===== config.mk =====
export PLATFORM = sky130hd
export DESIGN_NAME = uart_aes_cmd_ctrl
export DESIGN_NICKNAME = d
export VERILOG_FILES = /design/src/rtl/uart_aes_cmd_ctrl.sv
export SDC_FILE = /design/constraint.sdc
export NUM_CORES = 1
export LEC_CHECK = 0
export ABC_AREA = 1
export ABC_CLOCK_PERIOD_IN_PS = 2900
export BUFFER_PORTS_ARGS = -buffer_cell sky130_fd_sc_hd__buf_2
export CAP_MARGIN = 20
export CELL_PAD_IN_SITES_DETAIL_PLACEMENT = 0
export CELL_PAD_IN_SITES_GLOBAL_PLACEMENT = 1
export CORE_ASPECT_RATIO = 0.6
export CORE_UTILIZATION = 43
export DETAILED_ROUTE_END_ITERATION = 8
export GPL_TIMING_DRIVEN = 1
export MAX_ROUTING_LAYER = met4
export PLACE_DENSITY = 0.89
export SYNTH_ARGS = -nofsm -noshare
export SYNTH_HDL_FRONTEND = slang
export SYNTH_SLANG_ARGS = --single-unit
export TNS_END_PERCENT = 1

===== constraint.sdc =====
create_clock -name clk -period 2.9 [get_ports clk]
set_input_delay 0.145 -clock clk [delete_from_list [all_inputs] [get_ports clk]]
set_output_delay 0.145 -clock clk [all_outputs]
set_load 0.02 [all_outputs]

===== src/rtl/uart_aes_cmd_ctrl.sv =====
// uart_aes_cmd_ctrl: UART command parser feeding an AES core; `UART_AES_CMD_TIMEOUT_EN adds a payload idle timeout
module uart_aes_cmd_ctrl #(
  parameter int unsigned TIMEOUT_CYCLES = 50000000,
  parameter logic [7:0] CMD_KEY = 8'h4B,
  parameter logic [7:0] CMD_ENC = 8'h50,
  parameter logic [7:0] RSP_ACK = 8'h06,
  parameter logic [7:0] RSP_NAK = 8'h15
) (
  input  logic         clk,
  input  logic         rst,
  input  logic [7:0]   rx_data,
  input  logic         rx_data_en,
  output logic [7:0]   tx_data,
  output logic         tx_data_en,
  input  logic         tx_busy,
  output logic [127:0] aes_key,
  output logic [127:0] aes_din,
  output logic         aes_start,
  input  logic         aes_done,
  input  logic [127:0] aes_dout,
  output logic         key_valid
);
  typedef enum logic [2:0] {IDLE, RX_KEY, RX_PT, AES_GO, AES_WAIT, TX_LOAD, TX_ACK, TX_DONE} state_t;
  state_t state, state_nx;
  logic [4:0] rx_cnt, tx_rem;
  logic [127:0] stage, shreg;
  logic [25:0] idle_cnt;
  logic last_byte, in_rx, timeout;
`ifdef UART_AES_CMD_TIMEOUT_EN
  localparam bit TIMEOUT_EN = 1'b1;
`else
  localparam bit TIMEOUT_EN = 1'b0;
`endif
  assign in_rx = state == RX_KEY || state == RX_PT;
  assign last_byte = rx_data_en && rx_cnt == 5'd15;
  assign timeout = TIMEOUT_EN && in_rx && !rx_data_en && idle_cnt == 26'(TIMEOUT_CYCLES);
  assign aes_start = state == AES_GO;
  always_ff @(posedge clk)
    idle_cnt <= (rst || rx_data_en || !in_rx) ? '0 : idle_cnt + 26'd1;
  always_ff @(posedge clk)
    state <= rst ? IDLE : state_nx;
  always_comb begin
    state_nx = state;
    case (state)
      IDLE:     if (rx_data_en) state_nx = rx_data == CMD_KEY ? RX_KEY : rx_data == CMD_ENC ? RX_PT : TX_LOAD;
      RX_KEY:   if (timeout || last_byte) state_nx = TX_LOAD;
      RX_PT:    if (timeout) state_nx = TX_LOAD;
                else if (last_byte) state_nx = key_valid ? AES_GO : TX_LOAD;
      AES_GO:   state_nx = AES_WAIT;
      AES_WAIT: if (aes_done) state_nx = TX_LOAD;
      TX_LOAD:  state_nx = TX_ACK;
      TX_ACK:   if (tx_busy) state_nx = TX_DONE;
      TX_DONE:  if (!tx_busy) state_nx = tx_rem != 5'd0 ? TX_LOAD : IDLE;
      default:  state_nx = IDLE;
    endcase
  end
  // Keys shift through a staging register so a partial key never disturbs aes_key
  always_ff @(posedge clk) begin
    if (rst) begin
      tx_data <= 8'h00;
      tx_data_en <= 1'b0;
      aes_key <= '0;
      aes_din <= '0;
      key_valid <= 1'b0;
      stage <= '0;
      shreg <= '0;
      rx_cnt <= '0;
      tx_rem <= '0;
    end else begin
      case (state)
        IDLE: if (rx_data_en) begin
          rx_cnt <= '0;
          shreg <= {RSP_NAK, 120'd0};
          tx_rem <= 5'd1;
        end
        RX_KEY: if (timeout) begin
          shreg <= {RSP_NAK, 120'd0};
          tx_rem <= 5'd1;
        end else if (rx_data_en) begin
          stage <= {stage[119:0], rx_data};
          rx_cnt <= rx_cnt + 5'd1;
          if (last_byte) begin
            aes_key <= {stage[119:0], rx_data};
            key_valid <= 1'b1;
            shreg <= {RSP_ACK, 120'd0};
            tx_rem <= 5'd1;
          end
        end
        RX_PT: if (timeout) begin
          shreg <= {RSP_NAK, 120'd0};
          tx_rem <= 5'd1;
        end else if (rx_data_en) begin
          aes_din <= {aes_din[119:0], rx_data};
          rx_cnt <= rx_cnt + 5'd1;
          if (last_byte && !key_valid) begin
            shreg <= {RSP_NAK, 120'd0};
            tx_rem <= 5'd1;
          end
        end
        AES_WAIT: if (aes_done) begin
          shreg <= aes_dout;
          tx_rem <= 5'd16;
        end
        TX_LOAD: begin
          tx_data <= shreg[127:120];
          tx_data_en <= 1'b1;
        end
        TX_ACK: if (tx_busy) begin
          tx_data_en <= 1'b0;
          shreg <= {shreg[119:0], 8'h00};
          tx_rem <= tx_rem - 5'd1;
        end
        default: ;
      endcase
    end
  end
endmodule


==> Yosys cells after proc, flatten, opt, wreduce, memory -nomap -nowiden <==
Cells that the tools add are included.
{ "word_totals": {"word_cells": 80, "ff_bits": 527, "output_inout_bits": 267} }
{ "op_classes": {"muxes": 32, "n_eq_ne": 20, "reduce_logical": 16, "add_sub_neg": 2} }
{ "ops": {"columns": ["op", "n"], "rows": [
  ["2-to-1 mux 128 bit", 7],
  ["case mux 128 bit (5 select lines)", 1],
  ["2-to-1 mux 5 bit", 9],
  ["2-to-1 mux 3 bit", 10],
  ["case mux 5 bit (5 select lines)", 1],
  ["case mux 3 bit (8 select lines)", 1],
  ["equality test 8 x 7 -> 1 bit (second input constant)", 2],
  ["inequality test 2 bit (second input constant)", 8],
  ["equality test 3 bit (second input constant)", 4],
  ["case mux 5 bit (2 select lines)", 1],
  ["nonzero test 5 bit", 2],
  ["AND reduction 8 bit", 1],
  ["equality test 3 x 2 -> 1 bit (second input constant)", 2],
  ["AND reduction 2 bit", 3],
  ["AND reduction 3 bit", 2],
  ["AND reduction 6 bit", 1],
  ["adder 5 x 1 -> 5 bit (second input constant)", 1],
  ["equality test 5 x 4 -> 1 bit (second input constant)", 1],
  ["subtractor 5 x 1 -> 5 bit (second input constant)", 1],
  ["inequality test 2 x 1 -> 1 bit (second input constant)", 2],
  ["nonzero test 2 bit", 2],
  ["equality test 3 x 1 -> 1 bit (second input constant)", 1],
  ["zero test 3 bit", 1],
  ["logical AND 1 bit", 2],
  ["4 further kinds", 4]
]} }

==> Longest topological paths before layout <==
Gate-level depths: netlist of the first run.
{ "logic_depth": {"ltp_word": 6, "depth_mapped": 13, "depth_no_buf": 12} }

==> Least setup slack after synthesis of the first run <==
No wires, ideal clock.
{ "synth_path": {"kind": "register to register", "startpoint": "register rx_cnt[1]", "endpoint": "register shreg[101]", "path_slack_ns": 0.989, "setup_ns": 0.132, "path_buffers": 2, "required_time_ns": 2.768, "arrival_ns": 1.779, "period_less_slack_ns": 1.911, "stages_incl_launch_ff": 14, "cell_sequence": "dfxtp_1 > ha_1 > nand2_1 > nor2_1 > ha_1 > nand2_1 > nor2_1 > o21ai_2 > nor2_8 > nand2_8 > buf_6 > buf_6 > nand2_2 > a21oi_1"} }
{ "synth_between": {"elab_chain_len": 5, "word_cells_on_any_way": 6, "classes_between": "3 x eq/ne; 3 x reduce/logical"} }
{ "synth_lines": {"columns": ["element", "line", "text"], "rows": [
  ["from (decl)", "25", "logic [4:0] rx_cnt, tx_rem;"],
  ["from (signal assigned)", "81", "rx_cnt <= rx_cnt + 5'd1;"],
  ["from (signal assigned)", "94", "rx_cnt <= rx_cnt + 5'd1;"],
  ["equality test 5 x 4 -> 1 bit *", "35", "assign last_byte = rx_data_en && rx_cnt == 5'd15;"],
  ["logical AND 1 bit *", "35", null],
  ["logical AND 1 bit", "95", "if (last_byte && !key_valid) begin"],
  ["inequality test 2 x 1 -> 1 bit (no line)", null, null],
  ["AND reduction 8 bit (no line) *", null, null],
  ["to (signal assigned)", "90", "shreg <= {RSP_NAK, 120'd0};"],
  ["to (signal assigned)", "96", "shreg <= {RSP_NAK, 120'd0};"],
  ["to (signal assigned)", "101", "shreg <= aes_dout;"],
  ["to (decl)", "26", "logic [127:0] stage, shreg;"]
]} }
Mark *: on every way between the ends. The rest lies on a longest branch, timed or not.
A chain may end at the register's enable or synchronous reset.

==> Final worst setup path of the first run <==
{ "layout_path": {"startpoint": "register rx_cnt[1]", "endpoint": "register shreg[25]"} }
The elaborated chain is that of the path after synthesis.

==> results of run 1 <==
per-stage QoR:
stage,cells,hold WS (ns)
after global placement,3590,0.444
after floorplan,2755,0.280
after CTS,3813,0.00320
final,3815,0.0288
after global routing,3815,0.0360
after detailed placement,3590,0.449
state kept, by name, indices dropped and copies added (netlist names):
register / count
tx_data: 8
rx_cnt: 5
stage: 120
aes_key: 128
tx_rem: 5
state: 3
shreg: 128
aes_din: 128
key_valid: 1
tx_data_en: 1
final cells by class:
type / instances / area, µm²
timing repair buffer: 567 / 3760
clock inverter: 18 / 179
fill: 4377 / 21100
inverter: 82 / 315
multi-input combinational: 1920 / 8690
sequential: 527 / 10600
tap: 630 / 788
clock buffer: 69 / 1440
antenna: 2 / 5.00
worst paths after layout:
check | to | slack, ns | cells past startpoint
worst max register to register | shreg[25] | 0.34 | 11
worst min-delay path | shreg[118] | 0.03 | 5
worst min register to register | aes_key[89] | 0.46 | 2
worst max-delay path | shreg[25] | 0.34 | 11
power by group through the flow:
stage                     combinational (mW)  sequential, mW  clock [mW]
after floorplan                         4.31            9.19           0
after CTS                               5.94            8.89        6.73
after global routing                    6.62            9.01        7.05
after detailed placement                5.78            9.04           0
final                                   5.97            8.90        6.58
after global placement                  5.70            9.00           0
critical path, cell delays in order, from the launching register on:
cell and delay, ns:
dfxtp_1 0.38, ha_1 0.19, nand2_1 0.07, nor2_1 0.17, ha_4 0.18, nand2_1 0.11, nor2_1 0.14, o21ai_2 0.11
nor2_8 0.17, buf_12 0.46, nand3_1 0.18, a21oi_1 0.20
routing by layer:
metal / vias to the layer above / wire length, µm / part of all wire, % / GRT usage (%)
li1: 9835 / - / - / -
met1: 9211 / 28100 / 46 / 33.2
met2: 593 / 28200 / 46 / 37.8
met3: 117 / 3690 / 6.0 / 4.46
met4: 0 / 1590 / 2.6 / 7.04
met5: - / 0 / 0 / -
what timing repair did:
| item | 4_1_cts | 5_1_grt |
|---|---|---|
| resized for setup | 0 | 0 |
| endpoints found under the hold margin | 189 | 0 |
| hold buffers | 136 | 0 |
placed cells by master, fill, tap and decap left out, types with 2 or more instances in the layout:
master	synthesis	layout
dlygate4sd3_1	0	136
buf_2	67	406
a211oi_1	61	61
nand2_1	644	643
nor2_1	364	364
inv_6	0	2
ha_1	3	2
a31oi_1	3	3
nor2_8	2	2
nand4_1	5	5
dfxtp_1	527	527
clkbuf_8	0	10
inv_4	0	2
a21oi_1	329	329
clkinv_2	0	13
diode_2	0	2
bufinv_16	0	3
nand3_1	272	272
nor2_2	3	2
inv_1	78	75
inv_2	3	2
buf_4	31	10
o21ai_0	194	194
nand2_2	23	23
clkbuf_1	112	8
nor2_4	3	4
clkbuf_16	0	51
buf_12	0	14
nor3_1	3	3
o22ai_1	2	2
logic make-up after synthesis:
| group | share of synthesized area, % |
|---|---|
| simple gates | 26.5 |
| compound gates | 15.2 |
| flops | 51.1 |
| buf+inv | 6.87 |
| fa+ha+maj | 0.182 |
| xor+xnor | 0.0425 |
==> impl.org, run 1 <==
** Run status
- The flow ran to the end, and the final reports show no timing, DRC or antenna violations.

** Timing
- Setup slack on the critical path of the routed design comes to 0.340 ns.
- For the final database, setup skew stands at 0.0219 ns.
- The hold violation count in the final report is 0.
- RSZ-0062 raised after global routing :: no
- Crit path time final :: 2.56 ns
- Final critical-path share of the clock period :: 88.3%
- Maximum operating frequency :: 0.391 GHz
- The final max-slew violation count was 0.
- Worst slew margin relative to its limit :: 28.1%
- Pin slew with the least headroom to its limit :: 1.08 ns
- Setup TNS :: 0 ns
- Setup violations remaining at the end of the flow were counted as 0.

** Floorplan
- I/O pin count :: 408
- The floorplan step defined a die boundary enclosing 0.0489 mm².
- Row count :: 61
- Die Y-Extent :: 172 µm
- Floorplan die width :: 285 µm
- Area of the core :: 0.0468 mm²
- The initial utilization of the core area, before any placement, comes to 44.1%.

** Drt
- In the routed design, unresolved DRC markers number 0.
- The final route contains 19,800 vias.
- In this run the remaining antenna-violating nets after routing total 0.
- For this block, the initial DRC count from the detailed router was 1,715.
- Dividing the detail-routed via count by the number of cells gives 5.18.
- 1st-pass router iterations :: 6
- For this block, the routed nets add up to 61,600 µm of wire.
- Drt wl/cell :: 16.1 µm

** Pwr
- Internal Pwr Total :: 13.7 mW
- In this run switching power makes up 36.3% of total power.
- The analysis attributes to cell leakage a power of 11.2 nW.
- Combinational cell fraction of total power :: 27.8%
- Register share of total power :: 41.5%
- Across the VDD grid, the largest voltage drop is 1.11 mV.
- Per report_power, the clock group accounts for 30.7% of the total.
- Total power :: 21.5 mW
- The analysis attributes to net switching a power of 7.78 mW.
- Power spread over the standard cell area amounts to 834 mW/mm².

** Clocking
- Clock slew at reported path FFs :: 0.07 ns
- CTS tree :: built
- Maximum level of the CTS H-tree :: 2
- Num Clock Sinks :: 527
- The root buffer cell chosen for the clock tree is clkbuf_16.
- In this run, CTS created clock tree buffers numbering 50.
- Post CTS Setup Buffer Count :: 0
- Number of buffers between clock root and the deepest sink :: 3
- Source-to-sink clock delay at the later pin of the worst-skew pair :: 0.58 ns

** Critical path
- Crit path launch type :: flop
- Kind of end point of the critical path :: flop
- Endpoint required time on the critical path :: 3.38 ns
- STA puts the critical path data arrival time at 3.04 ns.
- Classification of the worst setup path :: reg2reg
- The most critical setup path has its startpoint at rx_cnt[1].
- The worst register-to-register path begins at rx_cnt[1].
- Along the worst path, the maximum fanout reaches 140.

** GRT
- Global routing used 24.7% of the available tracks.
- Pin count of the biggest net entering global routing :: 184
- The number of global-route vias before repair is 18,300.
- The first global-routing pass estimated 96,300 µm of wire.
- Overflow left after global routing :: 0
- The initial antenna violation count was 2.

** Layout
- Final design utilization :: 55.0%
- The post-route netlist has 17.4% of its cells at a drive strength greater than 1.
- After the last flow step, the layout net total stands at 3,292.
- Area added between synthesis and finish :: 24.7%
- Post-route design area :: 0.0257 mm²

** Yosys
- The synthesized design contains 527 register bits.
- Commonest cells post-synth :: 644 x nand2_1, 527 x dfxtp_1, 364 x nor2_1
- Most used standard cell by instance count after synthesis :: nand2_1
- For this run, asynchronously set or reset flops after synthesis account for 0%.
- The synthesized design spends more area on one cell type than any other, namely dfxtp_1.
- After synthesis the cells add up to 0.0206 mm².
- Area contributors post-synth :: dfxtp_1 51%, nand2_1 12%, a21oi_1 8.0%, nor2_1 6.6%, nand3_1 6.6%
- Average footprint of a synthesized cell :: 7.49 µm²
- In this run the biggest area consumer among cell types represents 51.1% of the synthesized area.
- Most frequently used flop master after synthesis :: dfxtp_1
- Counting every net in the synthesized netlist gives 2,899.
- Distinct cell type count after synthesis :: 33
- Of the synthesized area, sequential elements account for 51.1%.
- Yosys warns :: 0
- Post-synth EDFFs :: 0
- After technology mapping, the gate count stands at 2,755.

** Placed design
- At the end of routability-driven placement, the weighted congestion stood at 0.846.
- OpenSTA, run right after detailed placement, puts the worst setup slack at 0.410 ns.
- The count of buffers added on input and output ports is 407.
- Dpl cell area :: 0.0227 mm²
- Placed wire-length estimate after detailed placement :: 38,000 µm

** Min path
- The startpoint identified for the worst hold timing path is aes_dout[118].
- Hold/Removal Path Class :: in2reg

** Job
- Maxcap violations :: 0
Note: power is estimated with default switching activity, not from simulation.
==> run 2, diff against run 1 <==
- ABC_CLOCK_PERIOD_IN_PS: 2900 -> 2650
- CORE_MARGIN: not set -> 3
- CORE_UTILIZATION: 43 -> 40
- PLACE_DENSITY: 0.89 -> 0.84
- RECOVER_POWER: not set -> 50
- clock period: 2.9 -> 2.65 ns (I/O delays scaled with it)
==> impl.org, run 2 (synthesis results as in run 1) <==
** Floorplan
- The number of top-level pins is 408 (unchanged).
- The die area was 0.0544 mm² (was 0.0489 mm²).
- Row count :: 63 (was 61)
- Floorplan die width :: 299 µm (was 285 µm)
- The starting density of the core was 41.2% (was 44.1%).
- Area of the core :: 0.0501 mm² (was 0.0468 mm²)
- Die Y-Extent :: 182 µm (was 172 µm)

** Timing
- Setup TNS :: 0 ns (unchanged)
- The final critical path time including I/O delays and setup is 2.40 ns (was 2.56 ns).
- Worst slew margin relative to its limit :: 54.4% (was 28.1%)
- Final clock skew :: 0.0276 ns (was 0.0219 ns)
- Setup-violating endpoint count in the final report :: 0 (unchanged)
- Min Hold Slack :: 0.0189 ns (was 0.0288 ns)
- The share of the clock period used by the worst path after layout came to 90.6% (was 88.3%).
- Maximum operating frequency :: 0.416 GHz (was 0.391 GHz)
- Hold violation total from the final report :: 0 (unchanged)
- The final max-slew violation count came to 0 (unchanged).
- RSZ-0062 raised after global routing: no (unchanged).
- Pin slew with the least headroom to its limit :: 0.684 ns (was 1.08 ns)

** Clocking
- The number of clock sinks is 527 (unchanged).
- Post CTS Setup Buffer Count :: 0 (unchanged)
- The clock tree from TritonCTS was built (unchanged).
- The clock transition time at the flip-flop clock pins of the worst setup and hold paths came to 0.06 ns (was 0.07 ns).
- Number of buffers between clock root and the deepest sink :: 3 (unchanged)
- Maximum level of the CTS H-tree :: 2 (unchanged)
- The clock network latency to the later pin of the worst-skew pair is 0.58 ns (about the same).
- Clock root buffer master :: clkbuf_16 (unchanged)
- Number of buffers inserted during clock tree synthesis :: 50 (unchanged)

** Placed design
- The final weighted congestion of routability-driven global placement came to 0.833 (was 0.846).
- Placed wire-length estimate after detailed placement :: 40,400 µm (was 38,000 µm)
- The number of I/O port buffers was 407 (unchanged).

** Critical path
- The maximum fanout along the worst path was 51 (was 140).
- Register-to-Register Setup Slack :: 0.25 ns (was 0.34 ns)
- Crit Reg-Reg Endpoint :: shreg[43] (was shreg[25])
- The arrival time at the worst endpoint was 2.83 ns (was 3.04 ns).
- The launch point of the worst reg-to-reg path is rx_cnt[1] (unchanged).
- Kind of end point of the critical path :: flop (unchanged)
- Cell count of the worst reg-to-reg path :: 12 (was 11)
- The required time at the worst-slack endpoint is 3.08 ns (was 3.38 ns).
- The startpoint kind of the worst setup timing path is a flop (unchanged).
- The class of the most critical setup path is reg2reg (unchanged).

** Layout
- Number of nets in the layout :: 3,304 (was 3,292)
- Fillcell total :: 5,013 (was 4,377)
- Area of the multi-input gates :: 0.00869 mm² (about the same)
- Leading cell type in the layout, fill and taps excluded :: nand2_1 (unchanged)
- Leading registers by flop count :: aes_din: 128 flops, aes_key: 128 flops, shreg: 128 flops (unchanged)
- Most frequent cells in the layout :: 644 x nand2_1, 527 x dfxtp_1, 366 x nor2_1 (was 643 x nand2_1, 527 x dfxtp_1, 406 x buf_2)
- The relative area change from synthesis to final layout came to 25.1% (was 24.7%).
- The fraction of layout instances using a drive strength above 1 was 9.34% (was 17.4%).
- Storage element area :: 0.0106 mm² (unchanged)

** Drt
- The number of optimization iterations in the first detailed-route pass is 5 (was 6).
- The count of nets left with antenna violations after detail routing came to 0 (unchanged).
- The routed wire length is 64,200 µm (was 61,600 µm).
- The per-cell routed wire length was 16.5 µm (was 16.1 µm).
- The ratio of routed vias to standard cells was 5.12 (was 5.18).
- The post-route DRC violation count was 0 (unchanged).
- The first-iteration detailed-routing DRC count was 1,547 (was 1,715).
- Routed via count :: 19,900 (was 19,800)

** Pwr
- Static Leakage :: 10.2 nW (was 11.2 nW)
- Power per unit of standard cell area :: 938 mW/mm² (was 834 mW/mm²)
- The total power is 24.2 mW (was 21.5 mW).
- The largest voltage drop on the vdd net is 1.02 mV (was 1.11 mV).

** GRT
- The number of global-route vias before repair was 19,100 (was 18,300).
- The final global-route overflow total came to 0 (unchanged).
- The initial antenna violation count came to 5 (was 2).
- Pin count of the biggest net entering global routing :: 138 (was 184)
- The all-layer global routing usage is 23.3% (was 24.7%).
- Wire length of the first global-routing pass :: 102,000 µm (was 96,300 µm)

** Min path
- The endpoint of the worst hold path is shreg[110] (was shreg[118]).
- The worst min-delay path startpoint is aes_dout[110] (was aes_dout[118]).
- The depth of the worst hold-timing path is 5 (unchanged).
- The worst min-delay path class is in2reg (unchanged).

** Run status
- Outcome: completed (unchanged).

** Job
- The number of max-cap violations is 0 (unchanged).
run 2: cell count changes in the layout (fill, tap and decap cells not counted), moves of 3 or more:
cell,previous run,this run
buf_12,14,19
buf_2,406,140
buf_4,10,13
bufinv_16,3,8
clkbuf_1,8,277
clkinv_2,13,10
diode_2,2,6
run 2: worst max-delay path: stages, from the launching register on:
cell and delay (ns):
dfxtp_1 0.38, ha_1 0.19, nand2_1 0.08, nor2_1 0.16, ha_4 0.17, nand2_1 0.11
nor2_1 0.15, o21ai_2 0.12, nor2_8 0.20, nand2_8 0.22, buf_12 0.28, nand2_1 0.10
a21oi_1 0.06
run 2: where the power goes:
group          internal [mW]  switching [mW]  total (mW)
registers               8.97           0.760        9.73
logic                   1.94            4.69        6.63
clock network           4.65            3.19        7.84
run 2: final cells by class:
| type | instances | area share (%) |
|---|---|---|
| multi-input cells | 1920 | 33.6 |
| well taps | 682 | 3.31 |
| repair buffers | 579 | 13.9 |
| diodes | 6 | 0.0582 |
| flip-flops and latches | 527 | 40.9 |
| inverters | 82 | 1.22 |
| clock inverters | 23 | 1.37 |
| clock buffers | 71 | 5.66 |
run 2: worst max path at each step:
stage | start | end
final | rx_cnt[1] | shreg[43]
after global routing | rx_cnt[1] | shreg[113]
after CTS | rx_cnt[1] | aes_key[74]
after detailed placement | rx_cnt[1] | aes_key[30]
after global placement | rx_cnt[1] | aes_key[21]
after floorplan | rx_cnt[1] | shreg[101]
run 2: layer usage:
layer	vias to the layer above	GRT usage [%]	wire (µm)
met3	172	3.97	3390
met4	0	9.42	2610
met2	601	36.1	29300
li1	9865	-	-
met5	-	-	0
met1	9262	30.2	28900
run 2: metrics by stage:
stage | instances | area (µm²) | worst slack, ns | utilization (%)
floorplan | 2755 | 20600 | 0.739 | -
global placement | 3653 | 23000 | 0.216 | 45.8
detailed placement | 3653 | 23000 | 0.148 | 45.8
CTS | 3884 | 26200 | 0.158 | 52.2
global route | 3889 | 25800 | 0.0414 | 51.5
finish | 3890 | 25800 | 0.249 | 51.5
run 2: repair_timing:
item,in CTS,in global routing
resized for setup,0,1
hold buffers,137,0
endpoints found under the setup margin,0,88
hold endpoints to repair,188,0
==> run 3, diff against run 2 <==
- MAX_ROUTING_LAYER: met4 -> not set
==> impl.org, run 3 (synthesis results as in run 1) <==
** Timing
- The total negative slack came to 0 ns (unchanged).
- The share of the clock period used by the worst path after layout was 90.9% (was 90.6%).
- Maximum operating frequency :: 0.415 GHz (was 0.416 GHz)
- Final clock skew :: 0.0261 ns (was 0.0276 ns)
- RSZ-0062 raised after global routing: no (unchanged).
- Pin slew with the least headroom to its limit :: 0.797 ns (was 0.684 ns)
- The final max-slew violation count is 0 (unchanged).
- Worst slew margin relative to its limit :: 46.8% (was 54.4%)
- Crit path time final :: 2.41 ns (was 2.40 ns)
- Hold violation total from the final report :: 0 (unchanged)
- The final setup violation count was 0 (unchanged).

** GRT
- Number of antenna violations at the first check in global routing :: 5 (unchanged)
- Via count of the first global-routing pass :: 19,100 (about the same)
- The final global-route overflow total was 0 (unchanged).
- Total Routing Usage GR :: 22.6% (was 23.3%)
- Pin count of the biggest net entering global routing :: 138 (unchanged)
- The wire length of the first global-routing pass came to 102,000 µm (about the same).

** Layout
- Leading registers by flop count: aes_din: 128 flops, aes_key: 128 flops, shreg: 128 flops (unchanged).
- Most frequent cells in the layout :: 644 x nand2_1, 527 x dfxtp_1, 366 x nor2_1 (unchanged)
- Fraction of layout instances using a drive strength above 1 :: 9.34% (unchanged)
- The total number of nets in the final design is 3,304 (unchanged).
- The number of filler cells placed in the layout came to 5,017 (was 5,013).
- The most common cell after layout, fill and taps aside is nand2_1 (unchanged).
- Area added between synthesis and finish :: 25.0% (was 25.1%)

** Drt
- The number of vias after detailed routing was 19,900 (about the same).
- The per-cell routed wire length is 16.5 µm (about the same).
- The count of nets left with antenna violations after detail routing came to 0 (unchanged).
- Post-route DRC :: 0 (unchanged)
- Iter 0 DRT Violations :: 1,604 (was 1,547)
- Post-DR vias/cell :: 5.11 (was 5.12)
- 1st-pass router iterations :: 5 (unchanged)
- The routed wire length came to 64,300 µm (was 64,200 µm).

** Pwr
- The switching fraction of total power came to 35.8% (was 35.7%).
- Total power :: 24.2 mW (about the same)
- The combinational fraction of design power came to 27.4% (about the same).
- Psw :: 8.65 mW (was 8.64 mW)
- The internal power came to 15.5 mW (was 15.6 mW).
- The total power per unit cell area came to 938 mW/mm² (about the same).
- The largest voltage drop on the vdd net was 1.02 mV (about the same).
- Static Leakage :: 10.1 nW (was 10.2 nW)
- The sequential share of power was 40.2% (about the same).
- The share of total power in the clock network came to 32.4% (about the same).

** Clocking
- The maximum level of the CTS H-tree was 2 (unchanged).
- Number of buffers between clock root and the deepest sink :: 3 (unchanged)
- The number of clock sinks came to 527 (unchanged).
- Clock slew at reported path FFs :: 0.06 ns (about the same)
- Number of buffers inserted during clock tree synthesis :: 50 (unchanged)
- The total setup buffers inserted after CTS was 0 (unchanged).
- The clock tree from TritonCTS was built (unchanged).
- Source-to-sink clock delay at the later pin of the worst-skew pair :: 0.58 ns (about the same)
- Clock root buffer master :: clkbuf_16 (unchanged)

** Run status
- Outcome: completed (unchanged).

** Critical path
- Classification of the worst setup path :: reg2reg (unchanged)
- The startpoint kind of the worst setup timing path was a flop (unchanged).
- The element type at the critical path end is a flop (unchanged).
- Critical-path maximum fanout :: 112 (was 51)
- Signal arrival time at the worst endpoint :: 2.90 ns (was 2.83 ns)
- The required time at the worst-slack endpoint was 3.14 ns (was 3.08 ns).

** Placed design
- The final weighted congestion of routability-driven global placement came to 0.820 (was 0.833).
- The number of I/O port buffers is 407 (unchanged).
- Placed wire-length estimate after detailed placement :: 40,400 µm (unchanged)

** Floorplan
- The vertical extent of the die came to 182 µm (unchanged).
- The starting density of the core was 41.2% (unchanged).
- The die area is 0.0544 mm² (unchanged).
- I/O pin count :: 408 (unchanged)
- The number of rows in the core area came to 63 (unchanged).
- The floorplan core area came to 0.0501 mm² (unchanged).
- Floorplan die width :: 299 µm (unchanged)

** Min path
- The worst min-delay path class is in2reg (unchanged).

** Job
- Maxcap violations :: 0 (unchanged)
run 3: power groups by stage:
stage	combinational (mW)	sequential (mW)	clock [mW]
detailed placement	6.57	9.88	0
floorplan	4.72	10.1	0
finish	6.64	9.73	7.83
global route	7.38	9.85	8.36
global placement	6.49	9.84	0
CTS	6.76	9.71	8.02
run 3: final cells by class:
cell class	count	area (µm²)	area share (%)
Antenna cell	6	15.0	0.0582
Clock buffer	71	1460	5.67
Clock inverter	23	353	1.37
Inverter	82	315	1.22
Multi-Input combinational cell	1920	8690	33.7
Sequential cell	527	10600	40.9
Tap cell	682	853	3.31
Timing Repair Buffer	579	3560	13.8
run 3: final timing paths:
check	slack [ns]	from	cells after the start	endpoint
hold / removal	0.02	aes_dout[110]	5	shreg[110]
hold reg to reg	0.46	shreg[31]	2	shreg[31]
setup reg to reg	0.24	state[1]	6	aes_key[96]
setup / recovery	0.24	state[1]	6	aes_key[96]
run 3: layer usage:
metal	share of wire, %	vias to the layer above	GRT usage [%]
met1	45	9247	30.1
met3	5.1	174	4.11
met5	0	-	0
met2	46	587	36.1
met4	4.1	0	9.40
li1	-	9866	-
run 3: repair_timing:
action | in CTS | in global routing
setup endpoints to repair | 0 | 88
gates resized for setup | 0 | 1
hold endpoints to repair | 188 | 0
hold buffers | 137 | 0
run 3: through the flow:
stage	area [µm²]	util (%)	setup WS [ns]	std cells	hold slack [ns]
after floorplan	20600	-	0.739	2755	0.267
after global placement	23000	45.8	0.216	3653	0.427
after detailed placement	23000	45.8	0.148	3653	0.434
after CTS	26200	52.2	0.158	3884	0.00183
after global routing	25800	51.4	0.0244	3889	0.0513
final	25800	51.4	0.240	3890	0.0203
run 3: worst max-delay path, stage by stage, from the launching register on:
cell     delay, ns
dfxtp_1       0.44
nor2_1        0.26
nand2_2       0.19
nor2_4        0.30
buf_6         0.62
nand3_1       0.24
a21oi_1       0.19
